**config.mk**
```make
export PLATFORM = sky130hd
export DESIGN_NAME = cluster_cmd_resp
export DESIGN_NICKNAME = d
export VERILOG_FILES = /design/src/rtl/pspin_cfg_pkg.sv /design/src/rtl/cluster_cmd_resp_fifo.sv /design/src/rtl/cluster_cmd_resp.sv
export SDC_FILE = /design/constraint.sdc
export NUM_CORES = 1
export LEC_CHECK = 0
export ABC_AREA = 1
export BUFFER_PORTS_ARGS = -buffer_cell sky130_fd_sc_hd__buf_2
export CAP_MARGIN = 40
export CORE_MARGIN = 1
export CORE_UTILIZATION = 51
export DETAILED_ROUTE_END_ITERATION = 6
export GPL_TIMING_DRIVEN = 0
export PLACE_DENSITY = 0.84
export SYNTH_ARGS = -nofsm -noshare
export SYNTH_HDL_FRONTEND = slang
export SYNTH_SLANG_ARGS = --single-unit
```
**constraint.sdc**
```tcl
create_clock -name clk_i -period 2.7 [get_ports clk_i]
set_clock_uncertainty 0.05 [all_clocks]
set_input_delay 0.54 -clock clk_i [delete_from_list [all_inputs] [get_ports clk_i]]
set_output_delay 0.54 -clock clk_i [all_outputs]
set_load 0.02 [all_outputs]
```
**src/rtl/pspin_cfg_pkg.sv**
```systemverilog
// Command-ID and command-response types shared by the cluster command path.
package pspin_cfg_pkg;

   localparam int unsigned C_CLUSTER_ID_WIDTH = 8;
   localparam int unsigned C_CORE_ID_WIDTH    = 4;
   localparam int unsigned C_LOCAL_ID_WIDTH   = 4;

   typedef struct packed {
      logic [C_CLUSTER_ID_WIDTH-1:0] cluster_id;
      logic [C_CORE_ID_WIDTH-1:0]    core_id;
      logic [C_LOCAL_ID_WIDTH-1:0]   local_id;
   } pspin_cmd_id_t;

   typedef struct packed {
      pspin_cmd_id_t cmd_id;
      logic          error;
      logic [14:0]   status;
   } pspin_cmd_resp_t;

endpackage

```
**src/rtl/cluster_cmd_resp_fifo.sv**
```systemverilog
// Single-clock FIFO, no fall-through: a push is visible at the head next cycle.
// Full blocks pushes even when a pop happens in the same cycle; empty head reads as zero.
module cluster_cmd_resp_fifo #(
   parameter int unsigned DEPTH = 2,
   parameter type         T     = logic
) (
   input  logic clk_i,
   input  logic rst_i,
   input  logic push_i,
   input  T     data_i,
   input  logic pop_i,
   output T     data_o,
   output logic full_o,
   output logic empty_o
);

   localparam int unsigned PW = (DEPTH > 1) ? $clog2(DEPTH) : 1;
   localparam int unsigned CW = $clog2(DEPTH + 1);

   T              mem_q [DEPTH];
   logic [PW-1:0] wr_ptr_q, wr_ptr_d, rd_ptr_q, rd_ptr_d;
   logic [CW-1:0] cnt_q, cnt_d;
   logic          do_push, do_pop;

   assign full_o  = (cnt_q == CW'(DEPTH));
   assign empty_o = (cnt_q == '0);
   assign do_push = push_i & ~full_o;
   assign do_pop  = pop_i & ~empty_o;
   assign data_o  = empty_o ? '0 : mem_q[rd_ptr_q];

   always_comb begin
      wr_ptr_d = do_push ? wr_ptr_q + PW'(1) : wr_ptr_q;
      rd_ptr_d = do_pop  ? rd_ptr_q + PW'(1) : rd_ptr_q;
      cnt_d    = cnt_q;
      case ({do_push, do_pop})
         2'b10:   cnt_d = cnt_q + CW'(1);
         2'b01:   cnt_d = cnt_q - CW'(1);
         default: cnt_d = cnt_q;
      endcase
   end

   always_ff @(posedge clk_i or posedge rst_i) begin
      if (rst_i) begin
         wr_ptr_q <= '0;
         rd_ptr_q <= '0;
         cnt_q    <= '0;
      end else begin
         wr_ptr_q <= wr_ptr_d;
         rd_ptr_q <= rd_ptr_d;
         cnt_q    <= cnt_d;
      end
   end

   always_ff @(posedge clk_i) begin
      if (do_push) mem_q[wr_ptr_q] <= data_i;
   end

endmodule

```
**src/rtl/cluster_cmd_resp.sv**
```systemverilog
// Demuxes uncluster command responses into per-core FIFOs; 1-cycle latency, ready drops only on a full target FIFO.
// CLUSTER_CMD_RESP_CHECK_EN builds outstanding-command accounting and sticky error flags.
module cluster_cmd_resp
   import pspin_cfg_pkg::*;
#(
   parameter int unsigned NUM_CORES       = 8,
   parameter int unsigned FIFO_DEPTH      = 2,
   parameter int unsigned MAX_OUTSTANDING = 4
) (
   input  logic                                 clk_i,
   input  logic                                 rst_i,
   input  logic                                 cmd_resp_valid_i,
   output logic                                 cmd_resp_ready_o,
   input  pspin_cmd_resp_t                      cmd_resp_i,
   output logic            [NUM_CORES-1:0]      cmd_resp_valid_o,
   input  logic            [NUM_CORES-1:0]      cmd_resp_ready_i,
   output pspin_cmd_resp_t [NUM_CORES-1:0]      cmd_resp_o,
   input  logic            [NUM_CORES-1:0]      cmd_issued_i,
   output logic                                 err_o,
   output logic            [NUM_CORES-1:0]      err_core_o
);

   logic [NUM_CORES-1:0]       full, empty, push, pop;
   logic [C_CORE_ID_WIDTH-1:0] tgt;
   logic                       tgt_full;

   assign tgt = cmd_resp_i.cmd_id.core_id;

   // Out-of-range targets match no core, so they are always accepted and dropped.
   always_comb begin
      tgt_full = 1'b0;
      push     = '0;
      for (int c = 0; c < int'(NUM_CORES); c++) begin
         if (tgt == C_CORE_ID_WIDTH'(c)) begin
            tgt_full = full[c];
            push[c]  = cmd_resp_valid_i & ~full[c];
         end
      end
   end

   assign cmd_resp_ready_o = ~tgt_full;
   assign cmd_resp_valid_o = ~empty;
   assign pop              = cmd_resp_valid_o & cmd_resp_ready_i;

   for (genvar c = 0; c < NUM_CORES; c++) begin : g_fifo
      cluster_cmd_resp_fifo #(
         .DEPTH (FIFO_DEPTH),
         .T     (pspin_cmd_resp_t)
      ) i_fifo (
         .clk_i   (clk_i),
         .rst_i   (rst_i),
         .push_i  (push[c]),
         .data_i  (cmd_resp_i),
         .pop_i   (pop[c]),
         .data_o  (cmd_resp_o[c]),
         .full_o  (full[c]),
         .empty_o (empty[c])
      );
   end

`ifdef CLUSTER_CMD_RESP_CHECK_EN
   localparam int unsigned OW = $clog2(MAX_OUTSTANDING + 1);

   logic [NUM_CORES-1:0][OW-1:0] out_cnt_q, out_cnt_d;
   logic [NUM_CORES-1:0]         err_core_q, err_core_d;
   logic                         err_q, err_d, in_range;

   assign in_range = (32'(tgt) < NUM_CORES);

   // Issue and push in the same cycle cancel, so neither error case can fire then.
   always_comb begin
      out_cnt_d  = out_cnt_q;
      err_core_d = err_core_q;
      for (int c = 0; c < int'(NUM_CORES); c++) begin
         case ({cmd_issued_i[c], push[c]})
            2'b10: begin
               if (out_cnt_q[c] == OW'(MAX_OUTSTANDING)) err_core_d[c] = 1'b1;
               else                                     out_cnt_d[c]  = out_cnt_q[c] + OW'(1);
            end
            2'b01: begin
               if (out_cnt_q[c] == '0) err_core_d[c] = 1'b1;
               else                    out_cnt_d[c]  = out_cnt_q[c] - OW'(1);
            end
            default: ;
         endcase
      end
      err_d = err_q | (cmd_resp_valid_i & ~in_range) | (|err_core_d);
   end

   always_ff @(posedge clk_i or posedge rst_i) begin
      if (rst_i) begin
         out_cnt_q  <= '0;
         err_core_q <= '0;
         err_q      <= 1'b0;
      end else begin
         out_cnt_q  <= out_cnt_d;
         err_core_q <= err_core_d;
         err_q      <= err_d;
      end
   end

   assign err_o      = err_q;
   assign err_core_o = err_core_q;
`else
   logic unused_issued;
   assign unused_issued = ^cmd_issued_i;
   assign err_o         = 1'b0;
   assign err_core_o    = '0;
`endif

endmodule

```
Word-level counts from Yosys, hierarchy flattened. Memories as Yosys holds them, arrays and structs flattened. Cells that the tools add are included.

Flip-flop bits (word level): 32. Word-level logic and storage cells: 203. ROM bits: 0. Output and inout port bits: 274. Bits in latches: 0. Memories: 8. Memory bits (writable): 512.

Eq/ne operators: 31. $lt $le $gt $ge: 0. Bitwise gates (word level): 43. $mul: 0. Reductions and logical operators: 17. $add $sub $neg: 32. Muxes and demuxes: 48. Divide/modulo/power cells: 0. Shifts and indexed selects: 0.

Memory list: g_fifo[0].i_fifo.mem_q (words 2, bits a word 32, read ports 1, clocked after Yosys merged registers in 0, wr ports 1, line cluster_cmd_resp_fifo.sv:20) `T mem_q [DEPTH];`; g_fifo[1].i_fifo.mem_q (words 2, bits a word 32, read ports 1, clocked after Yosys merged registers in 0, wr ports 1, line cluster_cmd_resp_fifo.sv:20); g_fifo[2].i_fifo.mem_q (words 2, bits a word 32, read ports 1, clocked after Yosys merged registers in 0, wr ports 1, line cluster_cmd_resp_fifo.sv:20); g_fifo[3].i_fifo.mem_q (words 2, bits a word 32, read ports 1, clocked after Yosys merged registers in 0, wr ports 1, line cluster_cmd_resp_fifo.sv:20); g_fifo[4].i_fifo.mem_q (words 2, bits a word 32, read ports 1, clocked after Yosys merged registers in 0, wr ports 1, line cluster_cmd_resp_fifo.sv:20); g_fifo[5].i_fifo.mem_q (words 2, bits a word 32, read ports 1, clocked after Yosys merged registers in 0, wr ports 1, line cluster_cmd_resp_fifo.sv:20); +2 memories.

Operators with widths (number): $mux 32 (8); $eq 2x2->1 const B (16); $mux 1 (32); $pmux 2 s2 (8); $and 1x1->1 (24); $not 1->1 (17); $add 1x1->1 const B (16); $add 2x1->2 const B (8); $eq 2x1->1 const B (8); $eq 4x3->1 const B (4); $logic_not 2->1 (8); $reduce_bool 2->1 (8); $sub 2x1->2 const B (8); $and 8x8->8 (1); $eq 4x2->1 const B (2); $not 8->8 (1); $eq 4x1->1 const B (1); $logic_not 4->1 (1).

Logic depth before layout (Yosys ltp). Gate-level depths: netlist (run 1).

Depth after elaboration: 10. Mapped depth: 17. Depth with buffers taken out: 17.

Hierarchy. From an unflattened synthesis (run 1), not the netlist that was laid out.

Cells, all modules: 1708. Area total of the unflattened synthesis: 21354.2 µm².

By module, submodules not included: cluster_cmd_resp_fifo (area each 2620.0 µm², cells each 203, times used 8); cluster_cmd_resp (area each 394.1 µm², cells each 84, times used 1).

Worst setup path before layout (run 1). No wires, ideal clock.

Path kind: input -> register. From: in cmd_resp_i[22] (netlist bit). To: mem g_fifo[6].i_fifo.mem_q[0][0] (netlist bit), enable pin. Library setup time: 0.421 ns. Setup slack: -0.311 ns. Arrival time: 2.540 ns. Required time: 2.229 ns. Cell stages on the path: 8. Buffers on the path: 0. Path through: inv_1 -> nor2_1 -> inv_2 -> nor3_1 -> inv_1 -> a21oi_2 -> nand2_1 -> nor2_1.

Longest elaborated chain between the ends: 5.

Ends and longest elaborated chain: start, declared (line cluster_cmd_resp.sv:14) `input pspin_cmd_resp_t cmd_resp_i,`; $eq 4x3->1 (line cluster_cmd_resp.sv:34) `if (tgt == C_CORE_ID_WIDTH'(c)) begin`; $mux 1 (line cluster_cmd_resp.sv:34); $and 1x1->1 (line cluster_cmd_resp_fifo.sv:27) `assign do_push = push_i & ~full_o;`; $mux 1 (line cluster_cmd_resp_fifo.sv:55) `if (do_push) mem_q[wr_ptr_q] <= data_i;`; $mux 1 (implied by the code) (line cluster_cmd_resp_fifo.sv:55); end, declared (line cluster_cmd_resp_fifo.sv:20).

No other way between the ends.

Worst setup path after layout (run 1).
From: in cmd_resp_i[23] (netlist bit). To: out cmd_resp_ready_o.

Longest elaborated chain between the ends: 10. Elaborated cells between the ends (all ways): 17. Classes of those cells: 7 x eq/ne; 8 x mux; 1 x bitwise; 1 x reduce/logical.

Ends and longest elaborated chain: $logic_not 4->1 (line cluster_cmd_resp.sv:34); $mux 1 (7 in series) (line cluster_cmd_resp.sv:34); $mux 1 * (line cluster_cmd_resp.sv:34); $not 1->1 * (line cluster_cmd_resp.sv:41) `assign cmd_resp_ready_o = ~tgt_full;`; end, declared (line cluster_cmd_resp.sv:13) `output logic cmd_resp_ready_o,`.

Every way passes the cells marked *; elsewhere a longest branch is shown, timed or not.

==> run_summary.xml, run 1 <==
<?xml version="1.0" encoding="UTF-8"?>
<metrics>
  <group name="run_status">
    <metric name="status" unit="">finished with violations</metric>
    <metric name="failed_checks" unit="">setup timing</metric>
  </group>
  <group name="timing">
    <metric name="report.final.slew_viol_count" unit="">0</metric>
    <metric name="worst_slew_pin_slew" unit="ps">782</metric>
    <metric name="timing.final.crit_share" unit="%">101</metric>
    <metric name="achievable-frequency" unit="MHz">366</metric>
    <metric name="rsz0062_at_grt" unit="">true</metric>
    <metric name="finalWorstPathRequiredPeriod" unit="ps">2730</metric>
    <metric name="finalHoldViolCount" unit="">0</metric>
    <metric name="post-route-worst-setup-slack" unit="ps">-30.3</metric>
    <metric name="worst_slew_margin_relative_to_its_limit" unit="%">47.8</metric>
    <metric name="timing.final.setup_violations" unit="">6</metric>
  </group>
  <group name="critical_path">
    <metric name="crit_path_end_kind" unit="">output pin</metric>
    <metric name="critPathKind" unit="">input port to output pin</metric>
    <metric name="critPathArrivalTime" unit="ps">2140</metric>
    <metric name="reg2reg_setup_slack" unit="ps">620</metric>
    <metric name="timing.rr.start" unit="">g_fifo[0].i_fifo.cnt_q[1]</metric>
    <metric name="critPathLaunch" unit="">cmd_resp_i[23]</metric>
    <metric name="worst_setup_path_endpoint" unit="">cmd_resp_ready_o</metric>
    <metric name="worst_r2r_end" unit="">g_fifo[0].i_fifo.mem_q[1][8]</metric>
    <metric name="worstPathMaxFanout" unit="">18</metric>
    <metric name="worst_r2r_path_depth" unit="">4</metric>
    <metric name="cp.required" unit="ps">2110</metric>
    <metric name="crit_path_start_kind" unit="">input port</metric>
  </group>
  <group name="placement">
    <metric name="place_congestion" unit="">0.857</metric>
    <metric name="dp_hpwl" unit="microns">36400</metric>
    <metric name="place_inst" unit="">2444</metric>
    <metric name="placedInstanceArea" unit="sq um">23500</metric>
    <metric name="port_buffer_cells" unit="">306</metric>
  </group>
  <group name="finish">
    <metric name="final_nets" unit="">2026</metric>
    <metric name="n_antenna_cell" unit="">0</metric>
    <metric name="postLayoutCellArea" unit="sq um">25400</metric>
    <metric name="post_layout_nonfiller_instances" unit="">2537</metric>
    <metric name="synthToLayoutAreaGrowth" unit="%">22.3</metric>
    <metric name="fillers" unit="">2832</metric>
    <metric name="fraction_of_layout_instances_using_a_drive_strength_above_1" unit="%">26.4</metric>
  </group>
  <group name="route">
    <metric name="route.layer.met1.wl" unit="microns">21200</metric>
    <metric name="detail_route.vias_per_cell" unit="">5.46</metric>
    <metric name="routed-wl-met3" unit="microns">5060</metric>
    <metric name="drc_violations_left" unit="">0</metric>
    <metric name="wl" unit="microns">55300</metric>
    <metric name="wl_met2" unit="microns">27000</metric>
    <metric name="first_pass_iters" unit="">5</metric>
    <metric name="wl_cell" unit="microns">21.8</metric>
    <metric name="topRoutingLayerUsed" unit="">met4</metric>
    <metric name="drtAntennaViolNets" unit="">0</metric>
    <metric name="detailedRoute.firstIterationViolations" unit="">1465</metric>
    <metric name="via_count" unit="">13900</metric>
  </group>
  <group name="global_route">
    <metric name="pin_count_of_the_biggest_net_entering_global_routing" unit="">33</metric>
    <metric name="grt_pass1_vias" unit="">13500</metric>
    <metric name="grt_pass1_wl" unit="microns">80600</metric>
    <metric name="groute.usage.overall" unit="%">26.7</metric>
    <metric name="number_of_antenna_violations_at_the_first_check_in_global_routing" unit="">1</metric>
    <metric name="gr-total-overflow" unit="">0</metric>
  </group>
  <group name="floorplanning">
    <metric name="core.rowCount" unit="">73</metric>
    <metric name="ioPinCount" unit="">325</metric>
    <metric name="die_w" unit="microns">204</metric>
    <metric name="core-area" unit="sq um">39900</metric>
    <metric name="design.die.area" unit="sq um">41500</metric>
    <metric name="floorplan.initialDensity" unit="%">52.0</metric>
    <metric name="fp.dieH" unit="microns">204</metric>
  </group>
  <group name="power_and_ir_drop">
    <metric name="static-leakage-power" unit="nW">9.80</metric>
    <metric name="max-vdd-ir-drop" unit="mV">0.736</metric>
    <metric name="power_per_cell_area" unit="nW/um^2">1120</metric>
  </group>
  <group name="cts">
    <metric name="cts.htree.levels" unit="">2</metric>
    <metric name="clk_pin_slew_worst_paths" unit="ps">60</metric>
    <metric name="cts-hold-fix-buffers" unit="">0</metric>
    <metric name="clock_path_buffers" unit="">3</metric>
    <metric name="clock_insertion_delay_worst_skew" unit="ps">590</metric>
    <metric name="root_cell_of_the_clock_tree" unit="">clkbuf_16</metric>
    <metric name="cts_inserted_buffers" unit="">53</metric>
    <metric name="cts_tree" unit="">built</metric>
    <metric name="cts_num_sinks" unit="">544</metric>
  </group>
  <group name="yosys">
    <metric name="part_of_the_yosys_area_used_for_sequential_elements" unit="%">77.9</metric>
    <metric name="synth_edf_count" unit="">512</metric>
    <metric name="netlist_instances" unit="">1589</metric>
    <metric name="postSynthAreaPerCell" unit="sq um">13.1</metric>
    <metric name="ys_seq_elements" unit="">544</metric>
    <metric name="yosys.cell_types.count" unit="">26</metric>
    <metric name="synthArstFlopShare" unit="%">5.88</metric>
    <metric name="area_of_the_mapped_netlist" unit="sq um">20800</metric>
    <metric name="ys.warnings.count" unit="">0</metric>
    <metric name="ys_dominant_reg_cell" unit="">edfxtp_1</metric>
  </group>
  <group name="job">
    <metric name="maxCapViolations" unit="">0</metric>
  </group>
  <group name="hold_path">
    <metric name="min_path_type" unit="">input port to async pin</metric>
  </group>
</metrics>
cell families after synthesis:
family | Yosys count | synth area share, %
buf+inv | 146 | 2.81
xor+xnor | 32 | 1.35
compound gates | 279 | 6.86
fa+ha+maj | 8 | 0.482
flops | 544 | 77.9
simple gates | 579 | 10.6
other cells | 1 | 0.0181
cells in the mapped netlist, drive strengths merged, types with 3 or more instances:
master | count | area (sq um)
clkbuf | 81 | 305
xnor2 | 14 | 123
nand2 | 535 | 2010
buf | 10 | 72.6
nor3 | 3 | 20.0
nand3 | 4 | 25.0
ha | 8 | 100
xor2 | 18 | 158
o21ai | 8 | 40.0
nor2 | 36 | 145
a21oi | 269 | 1360
edfxtp | 512 | 15400
inv | 55 | 206
dfrtp | 32 | 801
state kept, by name, summed over array words and instances (netlist names):
register                cells
g_fifo.i_fifo.mem_q       512
g_fifo.i_fifo.cnt_q        16
g_fifo.i_fifo.rd_ptr_q      8
g_fifo.i_fifo.wr_ptr_q      8
worst min path at each step:
stage	start	to	slack, ps	cells past startpoint
2_1_floorplan	g_fifo[1].i_fifo.cnt_q[1]	g_fifo[1].i_fifo.cnt_q[1]	420	1
3_3_place_gp	g_fifo[4].i_fifo.cnt_q[1]	g_fifo[4].i_fifo.cnt_q[1]	430	1
3_5_place_dp	g_fifo[3].i_fifo.cnt_q[1]	g_fifo[3].i_fifo.cnt_q[1]	440	1
4_1_cts	rst_i	g_fifo[1].i_fifo.wr_ptr_q	40	2
5_1_grt	rst_i	g_fifo[2].i_fifo.rd_ptr_q	90	2
6_report	rst_i	g_fifo[2].i_fifo.rd_ptr_q	30	2
placed cells by master, fill, tap and decap left out, types with 14 or more instances in the layout:
| cell type | instances |
|---|---|
| a21oi_1 | 261 |
| xnor2_1 | 14 |
| inv_1 | 40 |
| inv_2 | 15 |
| buf_2 | 304 |
| buf_4 | 16 |
| nor2_4 | 21 |
| clkbuf_16 | 55 |
| clkbuf_2 | 49 |
| dfrtp_1 | 28 |
| clkbuf_1 | 16 |
| edfxtp_1 | 512 |
| clkbuf_4 | 19 |
| nand2_1 | 534 |
| xor2_1 | 18 |
| clkinv_1 | 17 |
worst max-delay path, stage by stage:
cell     delay [ps]
buf_4           230
nor2_4          240
nand3_1         150
a21oi_1         250
inv_1            70
nand2_1          70
nand2_1          40
nand2_1          50
nand2_1          60
nand2_2          70
nand2_1          50
nand2_1          50
nand2_1          50
nand2_1          70
buf_6           130
area by class of cell:
| cell class | count | area, sq um | share of cell area (%) |
|---|---|---|---|
| inverter | 55 | 206 | 0.812 |
| sequential | 544 | 16200 | 63.7 |
| timing repair buffer | 324 | 1940 | 7.62 |
| buffer | 82 | 482 | 1.90 |
| clock inverter | 28 | 256 | 1.01 |
| clock buffer | 72 | 1460 | 5.75 |
| tap | 525 | 657 | 2.59 |
| multi-input combinational | 907 | 4230 | 16.7 |
timing repair:
item                                    4_1_cts  5_1_grt
resized for setup                           110       36
endpoints found under the setup margin      249      153
pin swaps                                     1        0
setup buffers                                 1        1
power breakdown:
part	switching, W	internal [W]	leakage, nW	total [W]
clock	0.00300	0.00425	0.824	0.00726
combinational	0.00784	0.00315	4.00	0.0110
sequential	0.000468	0.00964	4.97	0.0101
per-stage QoR:
step,hold WS (ps),total power (W),setup WS (ps),TNS [ps],util [%]
6_report,31.2,0.0283,-30.3,-69.5,63.7
5_1_grt,91.2,0.0295,-240,-1460,63.7
4_1_cts,39.6,0.0283,-77.7,-77.7,63.6
3_5_place_dp,440,0.0208,-255,-32440,58.8
3_3_place_gp,434,0.0205,-1780,-487370,57.7
2_1_floorplan,418,0.0166,-311,-39850,-
layer usage:
layer	up-vias	global-route usage, %
met5	-	0
met4	0	12.1
met3	124	4.19
met2	774	43.1
met1	6687	36.0
li1	6276	-
No activity file was read; power rests on OpenSTA's default activity.
==> inputs of run 2 (changes only) <==
--- a/config.mk
+++ b/config.mk
@@ -5,14 +5,13 @@
 export SDC_FILE = /design/constraint.sdc
 export NUM_CORES = 1
 export LEC_CHECK = 0
-export ABC_AREA = 1
 export BUFFER_PORTS_ARGS = -buffer_cell sky130_fd_sc_hd__buf_2
 export CAP_MARGIN = 40
 export CORE_MARGIN = 1
-export CORE_UTILIZATION = 51
+export CORE_UTILIZATION = 55
 export DETAILED_ROUTE_END_ITERATION = 6
 export GPL_TIMING_DRIVEN = 0
-export PLACE_DENSITY = 0.84
+export PLACE_DENSITY_LB_ADDON = 0.08
 export SYNTH_ARGS = -nofsm -noshare
 export SYNTH_HDL_FRONTEND = slang
 export SYNTH_SLANG_ARGS = --single-unit
==> constraint.sdc (replaced) <==
create_clock -name clk_i -period 3.46 [get_ports clk_i]
set_clock_uncertainty 0.05 [all_clocks]
set_input_delay 0.692 -clock clk_i [delete_from_list [all_inputs] [get_ports clk_i]]
set_output_delay 0.692 -clock clk_i [all_outputs]
set_load 0.02 [all_outputs]
==> run 2 against run 1 <==
Via count down 16%. Count of clock-buffer cells in the layout up 1. Highest routed layer unchanged. The flow now finishes without violations. Sequential share of layout area is 0.31 points higher. Area after synthesis is 0.90% higher. Critical path depth shrank 10. Sequential power down 23%.
==> run_summary.xml, run 2 <==
<?xml version="1.0" encoding="UTF-8"?>
<metrics>
  <group name="cts">
    <metric name="clk_pin_slew_worst_paths" unit="ps">60</metric>
    <metric name="cts.htree.levels" unit="">2</metric>
    <metric name="cts-hold-fix-buffers" unit="">0</metric>
    <metric name="clock_insertion_delay_worst_skew" unit="ps">580</metric>
    <metric name="clock_path_buffers" unit="">3</metric>
    <metric name="cts_tree" unit="">built</metric>
    <metric name="cts_inserted_buffers" unit="">52</metric>
    <metric name="root_cell_of_the_clock_tree" unit="">clkbuf_16</metric>
    <metric name="cts_num_sinks" unit="">544</metric>
    <metric name="post-cts-setup-buffers" unit="">0</metric>
    <metric name="post_cts_resize_count" unit="">0</metric>
  </group>
  <group name="yosys">
    <metric name="netlist_instances" unit="">1267</metric>
    <metric name="synth_edf_count" unit="">512</metric>
    <metric name="synth.area.mux_share" unit="%">12.3</metric>
    <metric name="yosys.cell_count.top_type" unit="">edfxtp_1</metric>
    <metric name="yosys.cell_types.count" unit="">32</metric>
    <metric name="part_of_the_yosys_area_used_for_sequential_elements" unit="%">77.2</metric>
    <metric name="synth-compound-area-share" unit="%">0.185</metric>
    <metric name="synthArstFlopShare" unit="%">5.88</metric>
    <metric name="area_of_the_mapped_netlist" unit="sq um">21000</metric>
    <metric name="ys.warnings.count" unit="">0</metric>
    <metric name="synthXorXnorAreaFrac" unit="%">1.71</metric>
    <metric name="postSynthAreaPerCell" unit="sq um">16.5</metric>
    <metric name="synth_top_family_by_area" unit="">multiplexers</metric>
    <metric name="yosys-top-cells-count" unit="">edfxtp_1 (512), nor2_1 (290), mux2i_1 (257), clkbuf_1 (33), dfrtp_1 (32)</metric>
    <metric name="ys_dominant_reg_cell" unit="">edfxtp_1</metric>
    <metric name="synthAdderAreaFrac" unit="%">0.478</metric>
    <metric name="ys_seq_elements" unit="">544</metric>
    <metric name="ys_top_cells_by_area" unit="">edfxtp_1 (73%), mux2i_1 (12%), nor2_1 (5.2%)</metric>
    <metric name="synth.largest_area_cell" unit="">edfxtp_1</metric>
    <metric name="synth_top_area_share" unit="%">73.4</metric>
    <metric name="synthSimpleGateAreaFrac" unit="%">6.21</metric>
  </group>
  <group name="route">
    <metric name="wl" unit="microns">49800</metric>
    <metric name="drtAntennaViolNets" unit="">0</metric>
    <metric name="detailedRoute.firstIterationViolations" unit="">813</metric>
    <metric name="wl_cell" unit="microns">22.6</metric>
    <metric name="first_pass_iters" unit="">7</metric>
    <metric name="detail_route.vias_per_cell" unit="">5.27</metric>
    <metric name="drc_violations_left" unit="">0</metric>
    <metric name="via_count" unit="">11600</metric>
  </group>
  <group name="finish">
    <metric name="largest_register_ffs" unit="">512</metric>
    <metric name="fraction_of_layout_instances_using_a_drive_strength_above_1" unit="%">26.4</metric>
    <metric name="postLayoutCellArea" unit="sq um">25300</metric>
    <metric name="largest_registers" unit="">g_fifo.i_fifo.mem_q x512, g_fifo.i_fifo.cnt_q x16</metric>
    <metric name="n_antenna_cell" unit="">0</metric>
    <metric name="mostFrequentLayoutCells" unit="">edfxtp_1 (512), buf_2 (335), nor2_1 (274)</metric>
    <metric name="final_nets" unit="">1714</metric>
    <metric name="register_with_the_most_flip_flops" unit="">g_fifo.i_fifo.mem_q</metric>
    <metric name="layout_commonest_cell" unit="">edfxtp_1</metric>
    <metric name="post_layout_nonfiller_instances" unit="">2204</metric>
    <metric name="synthToLayoutAreaGrowth" unit="%">20.6</metric>
  </group>
  <group name="power_and_ir_drop">
    <metric name="power_per_cell_area" unit="nW/um^2">835</metric>
    <metric name="switching_fraction_of_total_power" unit="%">37.4</metric>
    <metric name="seqPwrFrac" unit="%">36.7</metric>
    <metric name="power.total" unit="W">0.0211</metric>
    <metric name="power.share.clock" unit="%">25.4</metric>
    <metric name="cell_int_power" unit="W">0.0132</metric>
    <metric name="max-vdd-ir-drop" unit="mV">0.625</metric>
    <metric name="pwr-share-comb" unit="%">37.9</metric>
    <metric name="p_switching" unit="W">0.00790</metric>
    <metric name="static-leakage-power" unit="nW">9.93</metric>
  </group>
  <group name="timing">
    <metric name="worst_slew_pin_slew" unit="ps">844</metric>
    <metric name="rsz0062_at_grt" unit="">false</metric>
    <metric name="timing.final.crit_share" unit="%">95.5</metric>
    <metric name="finalHoldViolCount" unit="">0</metric>
    <metric name="achievable-frequency" unit="MHz">303</metric>
    <metric name="timing.final.setup_violations" unit="">0</metric>
    <metric name="finalWorstPathRequiredPeriod" unit="ps">3310</metric>
    <metric name="worst_slew_margin_relative_to_its_limit" unit="%">43.7</metric>
    <metric name="hold-worst-slack" unit="ps">223</metric>
    <metric name="report.final.slew_viol_count" unit="">0</metric>
    <metric name="setup_tns" unit="ps">0</metric>
  </group>
  <group name="critical_path">
    <metric name="timing.rr.start" unit="">g_fifo[5].i_fifo.cnt_q[1]</metric>
    <metric name="critPathKind" unit="">register to output pin</metric>
    <metric name="crit_path_start_kind" unit="">register</metric>
    <metric name="worstPathMaxFanout" unit="">10</metric>
    <metric name="worst_r2r_end" unit="">g_fifo[5].i_fifo.mem_q[0][7]</metric>
    <metric name="cp.required" unit="ps">2720</metric>
    <metric name="worst_r2r_path_depth" unit="">5</metric>
    <metric name="critPathArrivalTime" unit="ps">2560</metric>
    <metric name="crit_path_end_kind" unit="">output pin</metric>
    <metric name="reg2reg_setup_slack" unit="ps">1200</metric>
  </group>
  <group name="global_route">
    <metric name="gr-total-overflow" unit="">0</metric>
    <metric name="grt_pass1_vias" unit="">11100</metric>
    <metric name="pin_count_of_the_biggest_net_entering_global_routing" unit="">27</metric>
    <metric name="number_of_antenna_violations_at_the_first_check_in_global_routing" unit="">0</metric>
    <metric name="groute.usage.overall" unit="%">25.8</metric>
    <metric name="grt_pass1_wl" unit="microns">70600</metric>
  </group>
  <group name="placement">
    <metric name="place_congestion" unit="">0.784</metric>
    <metric name="place_inst" unit="">2112</metric>
    <metric name="placedInstanceArea" unit="sq um">23700</metric>
    <metric name="dp_hpwl" unit="microns">33800</metric>
    <metric name="port_buffer_cells" unit="">307</metric>
  </group>
  <group name="floorplanning">
    <metric name="core.rowCount" unit="">71</metric>
    <metric name="ioPinCount" unit="">325</metric>
    <metric name="die_w" unit="microns">197</metric>
    <metric name="core-area" unit="sq um">37600</metric>
    <metric name="fp.dieH" unit="microns">197</metric>
    <metric name="floorplan.initialDensity" unit="%">55.8</metric>
    <metric name="design.die.area" unit="sq um">38900</metric>
  </group>
  <group name="job">
    <metric name="maxCapViolations" unit="">0</metric>
  </group>
  <group name="run_status">
    <metric name="status" unit="">finished clean</metric>
  </group>
  <group name="hold_path">
    <metric name="min_path_type" unit="">input port to async pin</metric>
  </group>
</metrics>
## run 2: cell count changes after synthesis, moves of 11 or more
cell,delta
inv_1,-29
buf_2,+27
xnor2_1,+11
nand2_1,-533
a21oi_1,-265
nor2_1,+256
mux2i_1,+257
clkbuf_1,-47
## run 2: worst max-delay path by stage
stage | depth (start not counted) | from | end | slack [ps]
after global placement | 5 | cmd_resp_i[20] | g_fifo[5].i_fifo.mem_q[1][6] | -1740
after CTS | 4 | g_fifo[3].i_fifo.cnt_q[0] | cmd_resp_o[104] | 110
final | 5 | g_fifo[2].i_fifo.cnt_q[0] | cmd_resp_o[78] | 150
after global routing | 4 | g_fifo[3].i_fifo.cnt_q[0] | cmd_resp_o[104] | 80
after detailed placement | 5 | cmd_resp_i[20] | g_fifo[2].i_fifo.mem_q[0][9] | 260
after floorplan | 4 | cmd_resp_i[23] | g_fifo[3].i_fifo.mem_q[0][0] | 90
## run 2: cell type report
class	count	area (sq um)
Multi-Input combinational cell	640	4520
Fill cell	2650	12300
Inverter	21	78.8
Clock buffer	73	1430
Sequential cell	544	16200
Clock inverter	19	170
Buffer	70	332
Timing Repair Buffer	326	1930
Tap cell	511	639
## run 2: power by group through the flow
stage,combinational [W],sequential [W],clock [W]
finish,0.00800,0.00774,0.00537
global route,0.00852,0.00777,0.00568
CTS,0.00807,0.00774,0.00545
detailed placement,0.00804,0.00788,0
global placement,0.00789,0.00784,0
floorplan,0.00513,0.00781,0
## run 2: kinds of logic (layout without fill, tap and decap cells)
family / Yosys count / count (layout)
AOI/OAI and AO/OA: 5 / 5
xor gates and xnor gates: 40 / 40
adders and majority gates: 8 / 8
buffers and inverters: 91 / 509
DFF: 544 / 544
muxes: 257 / 257
other: 1 / 9
and+or+nand+nor: 321 / 321
## run 2: metal layers
metal  track usage [%]  share of wire [%]
met4              9.36                3.0
met1              35.8                 43
met5                 0                  0
met3              5.62                8.0
met2              40.5                 46
## run 2: metrics by stage
| step | setup slack [ps] | utilization, % |
|---|---|---|
| 4_1_cts | 108 | 67.3 |
| 5_1_grt | 76.5 | 67.3 |
| 2_1_floorplan | 87.7 | - |
| 6_report | 155 | 67.3 |
| 3_5_place_dp | 258 | 63.0 |
| 3_3_place_gp | -1740 | 61.6 |
## run 2: critical path, stage by stage, from the launching register on
cell and delay [ps]:
dfrtp_1 440, nor2_1 430, buf_4 260, clkbuf_1 510, nor2_1 150, buf_2 190
==> inputs of run 3 (changes only) <==
--- a/config.mk
+++ b/config.mk
@@ -11,7 +11,7 @@
 export CORE_UTILIZATION = 55
 export DETAILED_ROUTE_END_ITERATION = 6
 export GPL_TIMING_DRIVEN = 0
-export PLACE_DENSITY_LB_ADDON = 0.08
+export PLACE_DENSITY = 0.78
 export SYNTH_ARGS = -nofsm -noshare
 export SYNTH_HDL_FRONTEND = slang
 export SYNTH_SLANG_ARGS = --single-unit
==> run 3 against run 2 <==
Combinational power about the same. Non-clock buffer count down 1. Clock power up 10%. Utilization up 0.56 points. Routed wire length up 0.38%. Via count up 1.4%. Worst setup slack worse by 23 ps. Global-route usage up 0.16 points. Highest routed layer unchanged.
==> run_summary.xml, run 3 (synthesis gave the netlist of run 2 again) <==
<?xml version="1.0" encoding="UTF-8"?>
<metrics>
  <group name="run_status">
    <metric name="status" unit="">finished clean</metric>
  </group>
  <group name="finish">
    <metric name="largest_register_ffs" unit="">512</metric>
    <metric name="synthToLayoutAreaGrowth" unit="%">21.6</metric>
    <metric name="finish.utilization" unit="%">67.8</metric>
    <metric name="layout_commonest_cell" unit="">edfxtp_1</metric>
    <metric name="final_nets" unit="">1714</metric>
    <metric name="register_with_the_most_flip_flops" unit="">g_fifo.i_fifo.mem_q</metric>
    <metric name="mostFrequentLayoutCells" unit="">edfxtp_1 (512), buf_2 (335), nor2_1 (274)</metric>
    <metric name="n_antenna_cell" unit="">0</metric>
    <metric name="post_layout_nonfiller_instances" unit="">2205</metric>
    <metric name="largest_registers" unit="">g_fifo.i_fifo.mem_q x512, g_fifo.i_fifo.cnt_q x16</metric>
    <metric name="postLayoutCellArea" unit="sq um">25500</metric>
    <metric name="fraction_of_layout_instances_using_a_drive_strength_above_1" unit="%">27.0</metric>
  </group>
  <group name="route">
    <metric name="first_pass_iters" unit="">5</metric>
    <metric name="via_count" unit="">11800</metric>
    <metric name="detail_route.vias_per_cell" unit="">5.34</metric>
    <metric name="wl" unit="microns">50000</metric>
    <metric name="drtAntennaViolNets" unit="">0</metric>
    <metric name="drc_violations_left" unit="">0</metric>
    <metric name="wl_cell" unit="microns">22.7</metric>
    <metric name="detailedRoute.firstIterationViolations" unit="">877</metric>
  </group>
  <group name="cts">
    <metric name="clk_pin_slew_worst_paths" unit="ps">60</metric>
    <metric name="cts-hold-fix-buffers" unit="">0</metric>
    <metric name="cts_inserted_buffers" unit="">53</metric>
    <metric name="clock_insertion_delay_worst_skew" unit="ps">580</metric>
    <metric name="cts_tree" unit="">built</metric>
    <metric name="cts_num_sinks" unit="">544</metric>
    <metric name="clock_path_buffers" unit="">3</metric>
    <metric name="root_cell_of_the_clock_tree" unit="">clkbuf_16</metric>
    <metric name="cts.htree.levels" unit="">2</metric>
    <metric name="post-cts-setup-buffers" unit="">0</metric>
  </group>
  <group name="power_and_ir_drop">
    <metric name="cell_int_power" unit="W">0.0137</metric>
    <metric name="switching_fraction_of_total_power" unit="%">36.7</metric>
    <metric name="power.share.clock" unit="%">27.4</metric>
    <metric name="max-vdd-ir-drop" unit="mV">0.652</metric>
    <metric name="seqPwrFrac" unit="%">35.8</metric>
    <metric name="power_per_cell_area" unit="nW/um^2">850</metric>
    <metric name="p_switching" unit="W">0.00796</metric>
    <metric name="power.total" unit="W">0.0217</metric>
    <metric name="static-leakage-power" unit="nW">10.0</metric>
    <metric name="pwr-share-comb" unit="%">36.8</metric>
  </group>
  <group name="global_route">
    <metric name="gr-total-overflow" unit="">0</metric>
    <metric name="grt_pass1_wl" unit="microns">71600</metric>
    <metric name="pin_count_of_the_biggest_net_entering_global_routing" unit="">25</metric>
    <metric name="groute.usage.overall" unit="%">25.9</metric>
    <metric name="number_of_antenna_violations_at_the_first_check_in_global_routing" unit="">0</metric>
    <metric name="grt_pass1_vias" unit="">11500</metric>
  </group>
  <group name="floorplanning">
    <metric name="fp.dieH" unit="microns">197</metric>
    <metric name="core.rowCount" unit="">71</metric>
    <metric name="core-area" unit="sq um">37600</metric>
    <metric name="floorplan.initialDensity" unit="%">55.8</metric>
    <metric name="design.die.area" unit="sq um">38900</metric>
    <metric name="die_w" unit="microns">197</metric>
    <metric name="ioPinCount" unit="">325</metric>
  </group>
  <group name="timing">
    <metric name="hold-worst-slack" unit="ps">196</metric>
    <metric name="rsz0062_at_grt" unit="">false</metric>
    <metric name="timing.final.crit_share" unit="%">96.2</metric>
    <metric name="report.final.slew_viol_count" unit="">0</metric>
    <metric name="finalHoldViolCount" unit="">0</metric>
    <metric name="achievable-frequency" unit="MHz">300</metric>
    <metric name="finalWorstPathRequiredPeriod" unit="ps">3330</metric>
    <metric name="timing.final.setup_violations" unit="">0</metric>
    <metric name="worst_slew_margin_relative_to_its_limit" unit="%">35.3</metric>
    <metric name="worst_slew_pin_slew" unit="ps">967</metric>
  </group>
  <group name="placement">
    <metric name="place_inst" unit="">2111</metric>
    <metric name="port_buffer_cells" unit="">307</metric>
    <metric name="placedInstanceArea" unit="sq um">23700</metric>
    <metric name="dp_hpwl" unit="microns">33900</metric>
    <metric name="place_congestion" unit="">0.813</metric>
  </group>
  <group name="critical_path">
    <metric name="worstPathMaxFanout" unit="">10</metric>
    <metric name="critPathArrivalTime" unit="ps">2590</metric>
    <metric name="critPathKind" unit="">register to output pin</metric>
    <metric name="cp.required" unit="ps">2720</metric>
    <metric name="crit_path_end_kind" unit="">output pin</metric>
    <metric name="worst_r2r_path_depth" unit="">6</metric>
    <metric name="crit_path_start_kind" unit="">register</metric>
  </group>
  <group name="hold_path">
    <metric name="min_path_type" unit="">input port to async pin</metric>
  </group>
  <group name="job">
    <metric name="maxCapViolations" unit="">0</metric>
  </group>
</metrics>
[run 3: cell count changes in the layout (fill, tap and decap cells not counted), sizes merged]
| cell | change |
|---|---|
| clkinvlp | +1 |
| buf | -1 |
| clkbuf | -7 |
| inv | +2 |
| bufinv | +6 |
[run 3: metal layers]
metal	global-route usage, %	vias to the layer above	routed length [microns]
met5	0	-	0
met1	34.9	5889	20700
li1	-	5361	-
met3	4.30	80	3260
met4	9.96	0	1680
met2	42.7	450	24300
[run 3: stage by stage]
step	setup slack [ps]	TNS [ps]
after floorplan	87.7	0
after global placement	-1490	-693780
after detailed placement	248	0
after CTS	102	0
after global routing	30.5	0
final	132	0
[run 3: power groups by stage]
stage / combinational (W) / clock (W) / sequential [W]
floorplan: 0.00513 / 0 / 0.00781
global placement: 0.00783 / 0 / 0.00784
detailed placement: 0.00798 / 0 / 0.00788
CTS: 0.00803 / 0.00600 / 0.00775
global route: 0.00847 / 0.00625 / 0.00778
finish: 0.00798 / 0.00593 / 0.00775
[run 3: path summary, 6_finish.rpt]
kind                                             endpoint                      start  slack (ps)
worst min-delay path            g_fifo[5].i_fifo.wr_ptr_q                      rst_i         200
worst min register to register  g_fifo[3].i_fifo.cnt_q[1]  g_fifo[3].i_fifo.cnt_q[1]         450
worst max-delay path                      cmd_resp_o[171]  g_fifo[5].i_fifo.rd_ptr_q         130
worst max register to register  g_fifo[0].i_fifo.cnt_q[1]  g_fifo[0].i_fifo.cnt_q[0]        1010
max in group asynchronous       g_fifo[3].i_fifo.cnt_q[1]                      rst_i        2610
min in group clk_i              g_fifo[2].i_fifo.rd_ptr_q        cmd_resp_ready_i[2]         410
[run 3: final cells by class]
class | instances | area [sq um]
fillers | 2563 | 12100
inverters | 21 | 78.8
repair buffers | 325 | 1940
clock buffers | 66 | 1430
flip-flops and latches | 544 | 16200
clock inverters | 28 | 368
multi-input cells | 640 | 4520
well taps | 511 | 639
plain buffers | 70 | 333
[run 3: timing repair]
action | in CTS | in global routing
gates resized for setup | 0 | 2
endpoints found under the hold margin | 0 | 0
setup endpoints to repair | 0 | 2
[run 3: worst max-delay path, cell delays in order (launching register included)]
cell,delay [ps]
dfrtp_1,320
clkbuf_1,550
buf_2,440
mux2i_1,450
nor2_1,70
buf_2,170
